$ cat src/rtl/t2mi_sched_pkg.sv
// Shared types for the T2-MI packet scheduler: FSM state encoding and T2-MI packet_type codes.
package t2mi_sched_pkg;

  typedef enum logic [2:0] {S_IDLE, S_BB, S_TS, S_L1, S_NEXT} state_e;

  localparam logic [7:0] PKT_BB = 8'h00;
  localparam logic [7:0] PKT_TS = 8'h20;
  localparam logic [7:0] PKT_L1 = 8'h10;

endpackage

$ cat src/rtl/t2mi_sched_watchdog.sv
// Grant-hold watchdog: counts enabled cycles and flags the last permitted cycle of a grant.
module t2mi_sched_watchdog #(
  parameter int TIMEOUT_CYCLES = 4096
) (
  input  logic clk,
  input  logic rst_n,
  input  logic clr_i,
  input  logic en_i,
  output logic expire_o
);
  localparam int CW = $clog2(TIMEOUT_CYCLES + 1);

  logic [CW-1:0] cnt_q;

  always_ff @(posedge clk or negedge rst_n) begin
    if (!rst_n)     cnt_q <= '0;
    else if (clr_i) cnt_q <= '0;
    else if (en_i)  cnt_q <= cnt_q + CW'(1);
  end

  // Expires on the TIMEOUT_CYCLES-th held cycle so the grant is high exactly that long.
  assign expire_o = en_i && (cnt_q == CW'(TIMEOUT_CYCLES - 1));

endmodule

$ cat src/rtl/t2mi_packet_scheduler.sv
// Per-frame T2-MI packet scheduler (BBFrames, timestamp, L1-current) with frame/superframe/packet counters.
// Define T2MI_TIMESTAMP_EN to include the timestamp packet slot; otherwise BB goes straight to L1.
module t2mi_packet_scheduler
  import t2mi_sched_pkg::*;
#(
  parameter int TIMEOUT_CYCLES = 4096
) (
  input  logic       CLK,
  input  logic       RST,
  input  logic       START,
  input  logic [9:0] plp_num_blocks,
  input  logic [7:0] num_t2_frames,
  input  logic       BB_REQ,
  input  logic       TS_REQ,
  input  logic       L1_REQ,
  input  logic       PKT_DONE,
  output logic       GRANT_BB,
  output logic       GRANT_TS,
  output logic       GRANT_L1,
  output logic [7:0] PKT_TYPE,
  output logic [7:0] PKT_COUNT,
  output logic [7:0] FRAME_IDX,
  output logic [3:0] SUPERFRAME_IDX,
  output logic       TIMEOUT_ERR
);
  state_e     state_q;
  logic [2:0] grant_q;  // {BB, TS, L1}
  logic [9:0] blk_q, nblk_q;
  logic [7:0] nfrm_q, frame_q, type_q, cnt_q;
  logic [3:0] sf_q;
  logic       err_q;

  logic       granted, expire, finish, req_sel, sf_wrap, to_idle;
  logic [7:0] nfrm_eff;
  logic [9:0] nblk_nx;

`ifdef T2MI_TIMESTAMP_EN
  localparam state_e S_AFTER_BB = S_TS;
  assign GRANT_TS = grant_q[1];
`else
  localparam state_e S_AFTER_BB = S_L1;
  logic ts_unused;
  assign ts_unused = TS_REQ | grant_q[1];
  assign GRANT_TS  = 1'b0;
`endif

  assign granted  = |grant_q;
  assign finish   = granted & (PKT_DONE | expire);
  assign nfrm_eff = (nfrm_q == 8'd0) ? 8'd1 : nfrm_q;
  assign sf_wrap  = (frame_q >= nfrm_eff - 8'd1);
  // New superframe takes the freshly reloaded block count.
  assign nblk_nx  = sf_wrap ? plp_num_blocks : nblk_q;
  assign to_idle  = (state_q != S_IDLE) && !START && (!granted || finish);

  always_comb begin
    req_sel = 1'b0;
    case (state_q)
      S_BB:    req_sel = BB_REQ;
`ifdef T2MI_TIMESTAMP_EN
      S_TS:    req_sel = TS_REQ;
`endif
      S_L1:    req_sel = L1_REQ;
      default: req_sel = 1'b0;
    endcase
  end

  t2mi_sched_watchdog #(.TIMEOUT_CYCLES(TIMEOUT_CYCLES)) u_wdog (
    .clk      (CLK),
    .rst_n    (RST),
    .clr_i    (!granted || finish),
    .en_i     (granted),
    .expire_o (expire)
  );

  always_ff @(posedge CLK or negedge RST) begin
    if (!RST) begin
      state_q <= S_IDLE;
      grant_q <= '0;
      blk_q   <= '0;
      nblk_q  <= '0;
      nfrm_q  <= '0;
      frame_q <= '0;
      sf_q    <= '0;
      type_q  <= PKT_BB;
      cnt_q   <= '0;
      err_q   <= 1'b0;
    end else begin
      // A timed-out grant advances the schedule but consumes no packet_count value.
      if (finish) begin
        grant_q <= '0;
        if (PKT_DONE) cnt_q <= cnt_q + 8'd1;
        else          err_q <= 1'b1;
      end
      if (to_idle) begin
        state_q <= S_IDLE;
        frame_q <= '0;
        sf_q    <= '0;
        blk_q   <= '0;
      end else begin
        case (state_q)
          S_IDLE: if (START) begin
            nblk_q  <= plp_num_blocks;
            nfrm_q  <= num_t2_frames;
            blk_q   <= '0;
            state_q <= (plp_num_blocks == 10'd0) ? S_AFTER_BB : S_BB;
          end
          S_NEXT: begin
            blk_q <= '0;
            if (sf_wrap) begin
              frame_q <= '0;
              sf_q    <= sf_q + 4'd1;
              nblk_q  <= plp_num_blocks;
              nfrm_q  <= num_t2_frames;
            end else begin
              frame_q <= frame_q + 8'd1;
            end
            state_q <= (nblk_nx == 10'd0) ? S_AFTER_BB : S_BB;
          end
          default: begin
            if (finish) begin
              case (state_q)
                S_BB: begin
                  blk_q <= blk_q + 10'd1;
                  if (blk_q + 10'd1 == nblk_q) state_q <= S_AFTER_BB;
                end
                S_L1:    state_q <= S_NEXT;
                default: state_q <= S_L1;
              endcase
            end else if (!granted && req_sel) begin
              case (state_q)
                S_BB: begin grant_q <= 3'b100; type_q <= PKT_BB; end
`ifdef T2MI_TIMESTAMP_EN
                S_TS: begin grant_q <= 3'b010; type_q <= PKT_TS; end
`endif
                default: begin grant_q <= 3'b001; type_q <= PKT_L1; end
              endcase
            end
          end
        endcase
      end
    end
  end

  assign GRANT_BB       = grant_q[2];
  assign GRANT_L1       = grant_q[0];
  assign PKT_TYPE       = type_q;
  assign PKT_COUNT      = cnt_q;
  assign FRAME_IDX      = frame_q;
  assign SUPERFRAME_IDX = sf_q;
  assign TIMEOUT_ERR    = err_q;

endmodule

$ cat config.mk
export PLATFORM = sky130hd
export DESIGN_NAME = t2mi_packet_scheduler
export DESIGN_NICKNAME = d
export VERILOG_FILES = /design/src/rtl/t2mi_sched_pkg.sv /design/src/rtl/t2mi_sched_watchdog.sv /design/src/rtl/t2mi_packet_scheduler.sv
export SDC_FILE = /design/constraint.sdc
export NUM_CORES = 1
export LEC_CHECK = 0
export CELL_PAD_IN_SITES_DETAIL_PLACEMENT = 0
export CELL_PAD_IN_SITES_GLOBAL_PLACEMENT = 1
export CORE_ASPECT_RATIO = 1.75
export CORE_MARGIN = 2
export CORE_UTILIZATION = 44
export CTS_BUF_LIST = sky130_fd_sc_hd__clkbuf_4
export CTS_CLUSTER_SIZE = 25
export DETAILED_ROUTE_END_ITERATION = 6
export GPL_ROUTABILITY_DRIVEN = 0
export PLACE_DENSITY = 0.87
export SLEW_MARGIN = 0
export SYNTH_ARGS = -nofsm -noshare
export SYNTH_HDL_FRONTEND = slang
export SYNTH_SLANG_ARGS = --single-unit
$ cat constraint.sdc
create_clock -name CLK -period 3.59 [get_ports CLK]
set_input_delay 0.718 -clock CLK [delete_from_list [all_inputs] [get_ports CLK]]
set_output_delay 0.718 -clock CLK [all_outputs]
set_load 0.05 [all_outputs]
Yosys cells after proc, flatten, opt, wreduce, memory -nomap -nowiden --
Index checks and enable logic that the tools add are counted.
Word-level totals: flip-flop bits (word level) 76, input bits 25, word-level logic and storage cells 97
Cells by class: add/subtract/negate cells 6, order comparisons 1, eq/ne operators 9, mux-type cells 36, bitwise gates (word level) 6, reductions and logical operators 28
Operator list (number):
- $mux 10 | 6
- $mux 8 | 6
- $pmux 10 s2 | 2
- $mux 3 | 10
- $mux 13 | 2
- $logic_not 10->1 | 2
- $add 8x1->8 const B | 2
- $pmux 8 s2 | 1
- $add 13x1->13 const B | 1
- $eq 13x12->1 const B | 1
- $mux 4 | 3
- $pmux 3 s2 | 2
- $add 10x1->10 const B | 1
- $eq 10x10->1 | 1
- $reduce_and 3->1 | 3
- $ge 8x8->1 | 1
- $logic_not 8->1 | 1
- $reduce_and 4->1 | 2
- $reduce_bool 2->1 | 4
- $reduce_bool 4->1 | 2
- $sub 8x1->8 const B | 1
- $reduce_and 2->1 | 3
- $mux 5 | 1
- $ne 5x3->1 const B | 1
- 18 further kinds | 27

Logic depth before layout (Yosys ltp) --
depth after elaboration 9, gate-level depth with buffers 16, gate-level depth less buffers 15

Hierarchy --
A second synthesis with hierarchy kept.
Second synthesis, totals: cell total of the unflattened synthesis 389, area, all modules 3888.7 um2
By module, submodules not included:
- t2mi_packet_scheduler | times used 1, cells each 326, area an instance 3241.9 um2
- t2mi_sched_watchdog | times used 1, cells each 63, area an instance 646.9 um2

Least setup slack after synthesis --
No wires, ideal clock.
path type register -> register, from register nfrm_q[2], to register nblk_q[0], setup time 0.125 ns, arrival time 2.797 ns, setup slack 0.668 ns, stages on the path, launching flop included 17, path buffers 1, period minus slack after synthesis 2.922 ns, path through dfrtp_1 nor4_1 nand2_1 nor2_1 nor2_1 ha_1 nand2_1 xor2_1 ha_1 nand2_1 nor3_1 a21oi_1 nand2_1 nand2_1 nor2_4 buf_12 mux2_4
Between the ends: longest elaborated chain between the ends 6
Ends and longest elaborated chain:
- from (decl) | line t2mi_packet_scheduler.sv:29 | logic [7:0] nfrm_q, frame_q, type_q, cnt_q;
- from (signal assigned) | line t2mi_packet_scheduler.sv:103 | nfrm_q <= num_t2_frames;
- from (signal assigned) | line t2mi_packet_scheduler.sv:113 | nfrm_q <= num_t2_frames;
- $logic_not 8->1 | line t2mi_packet_scheduler.sv:49 | assign nfrm_eff = (nfrm_q == 8'd0) ? 8'd1 : nfrm_q;
- $mux 8 (*) | line t2mi_packet_scheduler.sv:49
- $sub 8x1->8 (*) | line t2mi_packet_scheduler.sv:50 | assign sf_wrap = (frame_q >= nfrm_eff - 8'd1);
- $ge 8x8->1 (*) | line t2mi_packet_scheduler.sv:50
- $mux 10 (*)
- $pmux 10 s2 (*)
- to (signal assigned) | line t2mi_packet_scheduler.sv:102 | nblk_q <= plp_num_blocks;
- to (signal assigned) | line t2mi_packet_scheduler.sv:112 | nblk_q <= plp_num_blocks;
- to (decl) | line t2mi_packet_scheduler.sv:28 | logic [9:0] blk_q, nblk_q;
Every way passes the cells marked *; elsewhere a longest branch is shown, timed or not. A chain may end at the register's enable or synchronous reset.

Final worst setup path --
from register nfrm_q[2], to register nblk_q[4]
Same word-level chain as after synthesis.

==> flow_summary_export.csv <==
group,metric,value,unit
worst_setup_path,startpoint,"nfrm_q[2]$_DFFE_PN0P_",
detailed_routing,drt_iter0_markers,148,
status,status,"finished, final reports clean",
clock_network,cts_tree,"done",
yosys,synthAdderAreaFrac,0.0460,
timing,setup_viol,0,
worst_setup_path,crit_end,"nblk_q[4]$_DFFE_PN0P_",
clock_network,numCtsBuffers,9,
clock_network,ctsHoldBuffers,0,
worst_setup_path,r2r-start,"nfrm_q[2]$_DFFE_PN0P_",
final_layout,fin_cells,573,
floorplanning,die_h,131,um
worst_setup_path,r2r_cells,16,
detailed_routing,first_pass_iters,4,
pwr,max-vdd-ir-drop,0.268,mV
detailed_routing,drc,0,
worst_setup_path,cp_data_arrival_time,3.49,ns
yosys,muxShareOfSynthArea,0.0703,
yosys,synth-edff-count,0,
grt,grt_usage,0.188,
yosys,postSynthAreaPerCell,9.94,um2
worst_setup_path,cp.required,3.91,ns
clock_network,clock_path_buffers,2,
final_layout,multi_input_area,2140,um2
floorplanning,io_pins,57,
yosys,syn_area,4030,um2
final_layout,nNetsFinal,486,
pwr,p_leak,2.02,nW
yosys,synth_seq_cells,69,
clock_network,htree_num_levels,3,
clock_network,clk_latency,0.43,ns
grt,grt_max_degree,38,
worst_setup_path,worst_setup_path_start_kind,"register",
placed_design,dpl_worst_slack,0.419,ns
yosys,synthFlopType,"dfrtp_1",
final_layout,layout_common_cells,"dfrtp_1 (69), clkdlybuf4s50_1 (46), nor2_1 (43), nand2_1 (32), o21ai_0 (27)",
floorplanning,design.core.area,8980,um2
floorplanning,rows,46,
yosys,synth_compound_area_frac,0.104,
timing,fin_skew,0.0124,ns
final_layout,areaGrowthSynthToFinish,18.3,%
detailed_routing,wl_per_cell,15.6,um
timing,worstMarginPinSlew,0.799,ns
floorplanning,design.die.area,9960,um2
timing,fin_ws,0.423,ns
worst_setup_path,r2r_slack,0.42,ns
clock_network,post_cts_resized,0,
worst_setup_path,path_cells,"nor4_1, nand2_1, nor2_1, nor2_1, ha_1, nand2_1, xor2_1, ha_1, nand2_1, o21ai_0, a21oi_1, nand2_1, nand2_1, nor2_4, buf_12, mux2_4",
worst_setup_path,setup.worst_path.class,"reg2reg",
timing,post-route-period-util,0.882,
placed_design,place_inst,556,
yosys,yosysWarnings,0,
grt,grt_pass1_wl,14700,um
worst_setup_path,endpoint_kind,"register",
placed_design,dp_hpwl,6790,um
final_layout,postLayoutCellArea,4760,um2
grt,grt_pass1_vias,3102,
yosys,ys_seq_area_frac,0.429,
worst_setup_path,cp_slowest_cell,"dfrtp_1",
worst_setup_path,cp_common_cell,"nand2_1",
grt,antenna_found_initial,1,
clock_network,cts-root-buf,"clkbuf_4",
detailed_routing,drt-total-wl,8950,um
detailed_routing,ant_nets,0,
placed_design,placement.io_buffers,47,
clock_network,post_cts_buffers,0,
final_layout,final_util,0.530,
timing,relSlewSlack,0.467,
timing,final-hold-violation-count,0,
worst_setup_path,path_max_fanout,18,
placed_design,placed_cell_area,4560,um2
job,maxCapViolCount,0,
yosys,synth_top_family_by_area,"simple AND/OR/NAND/NOR gates",
grt,grt.overflow.total,0,
worst_setup_path,r2r-end,"nblk_q[4]$_DFFE_PN0P_",
yosys,async_flop_share,1.00,
clock_network,cts.clk_slew.worst_paths,0.11,ns
yosys,synth-xor-area-share,0.0870,
timing,finalMaxSlewViolations,0,
floorplanning,start_util,0.448,
final_layout,final_common_cell,"dfrtp_1",
worst_hold_path,min_path_type,"in2async",
yosys,netlist_instances,405,
yosys,synth_cell_type_count,61,
timing,fmax,316,MHz
timing,min_period,3.17,ns
timing,rsz0062_at_grt,"false",
yosys,synth-simple-area-share,0.217,
detailed_routing,avgViaCountPerCell,5.40,
final_layout,n_fill_cell,832,
detailed_routing,vias,3092,
worst_setup_path,max_stage_delay,0.45,ns
final_layout,drive_above_1_share,0.122,
clock_network,clkSinkCount,69,
pwr,pwr_density_cell,623,nW/um2
timing,timing.setup.tns,0,ns
final_layout,regArea,1730,um2
floorplanning,die_w,76.3,um
-- Yosys cell counts, types with 5 or more instances --
library cell,number,area share
a31oi_1,6,0.0093
nand3_1,13,0.016
and3_1,8,0.012
dfrtp_1,69,0.43
nor2_1,43,0.040
a21oi_1,8,0.0099
buf_2,5,0.0062
xnor2_1,22,0.048
clkbuf_1,10,0.0093
mux2_4,10,0.037
o21ai_0,27,0.034
inv_1,7,0.0065
nand4_1,10,0.016
nor4_1,7,0.011
xor2_1,18,0.039
mux2_2,9,0.025
ha_1,14,0.044
nor3_1,6,0.0075
or3_1,5,0.0078
nand2_1,32,0.030
buf_4,8,0.015
-- worst max-delay path, delay by kind of cell, from the launching register on --
family / cells / cell delay, ns
xor+xnor: 1 / 0.15
compound gates: 2 / 0.40
fa+ha+maj: 2 / 0.46
simple gates: 9 / 1.13
mux: 1 / 0.30
flops: 1 / 0.45
buf+inv: 1 / 0.16
-- registers in the layout (all words and copies together), names as in the netlist --
signal,count
FRAME_IDX,8
PKT_COUNT,8
PKT_TYPE,1
SUPERFRAME_IDX,4
TIMEOUT_ERR,1
blk_q,10
grant_q,3
nblk_q,10
nfrm_q,8
state_q,3
u_wdog.cnt_q,13
-- power by group --
part           switching [mW]  internal (mW)
clock network           0.293          0.421
logic                   0.606          0.501
registers               0.213          0.933
-- worst min-delay path by stage --
stage | start | end | slack (ns) | depth (start not counted)
after floorplan | RST | FRAME_IDX[0]$_DFFE_PN0P_ | 0.42 | 0
after CTS | RST | blk_q[8]$_DFFE_PN0P_ | 0.36 | 1
after detailed placement | u_wdog.cnt_q[0]$_DFFE_PN0P_ | u_wdog.cnt_q[0]$_DFFE_PN0P_ | 0.45 | 1
after global routing | RST | nfrm_q[3]$_DFFE_PN0P_ | 0.39 | 1
final | RST | nfrm_q[3]$_DFFE_PN0P_ | 0.36 | 1
after global placement | u_wdog.cnt_q[0]$_DFFE_PN0P_ | u_wdog.cnt_q[0]$_DFFE_PN0P_ | 0.44 | 1
-- cells by family (layout without fill, tap and decap cells) --
kind of cell	after synthesis	in the layout
buf+inv	33	73
simple gates	159	159
fa+ha+maj	15	15
xor+xnor	40	40
other cells	1	9
flops	69	69
compound gates	66	66
mux	22	22
-- stage by stage --
| stage | hold WS [ns] | total power, mW |
|---|---|---|
| after global placement | 0.439 | 2.23 |
| after CTS | 0.356 | 2.99 |
| final | 0.361 | 2.97 |
| after detailed placement | 0.447 | 2.28 |
| after floorplan | 0.422 | 1.96 |
| after global routing | 0.388 | 3.15 |
-- area by class of cell --
class	instances	area share
tap	120	0.0315
clock inverter	7	0.0286
timing repair buffer	50	0.108
clock buffer	9	0.0142
multi-input combinational	310	0.449
sequential	69	0.363
inverter	7	0.00552
antenna	1	0.000525
-- layer usage --
layer,wire [um],share of wire,track usage
met5,0,0,0
met4,262,0.029,0.0963
met3,230,0.026,0.0357
met2,4990,0.56,0.360
met1,3460,0.39,0.196
No activity file was read; power rests on OpenSTA's default activity.
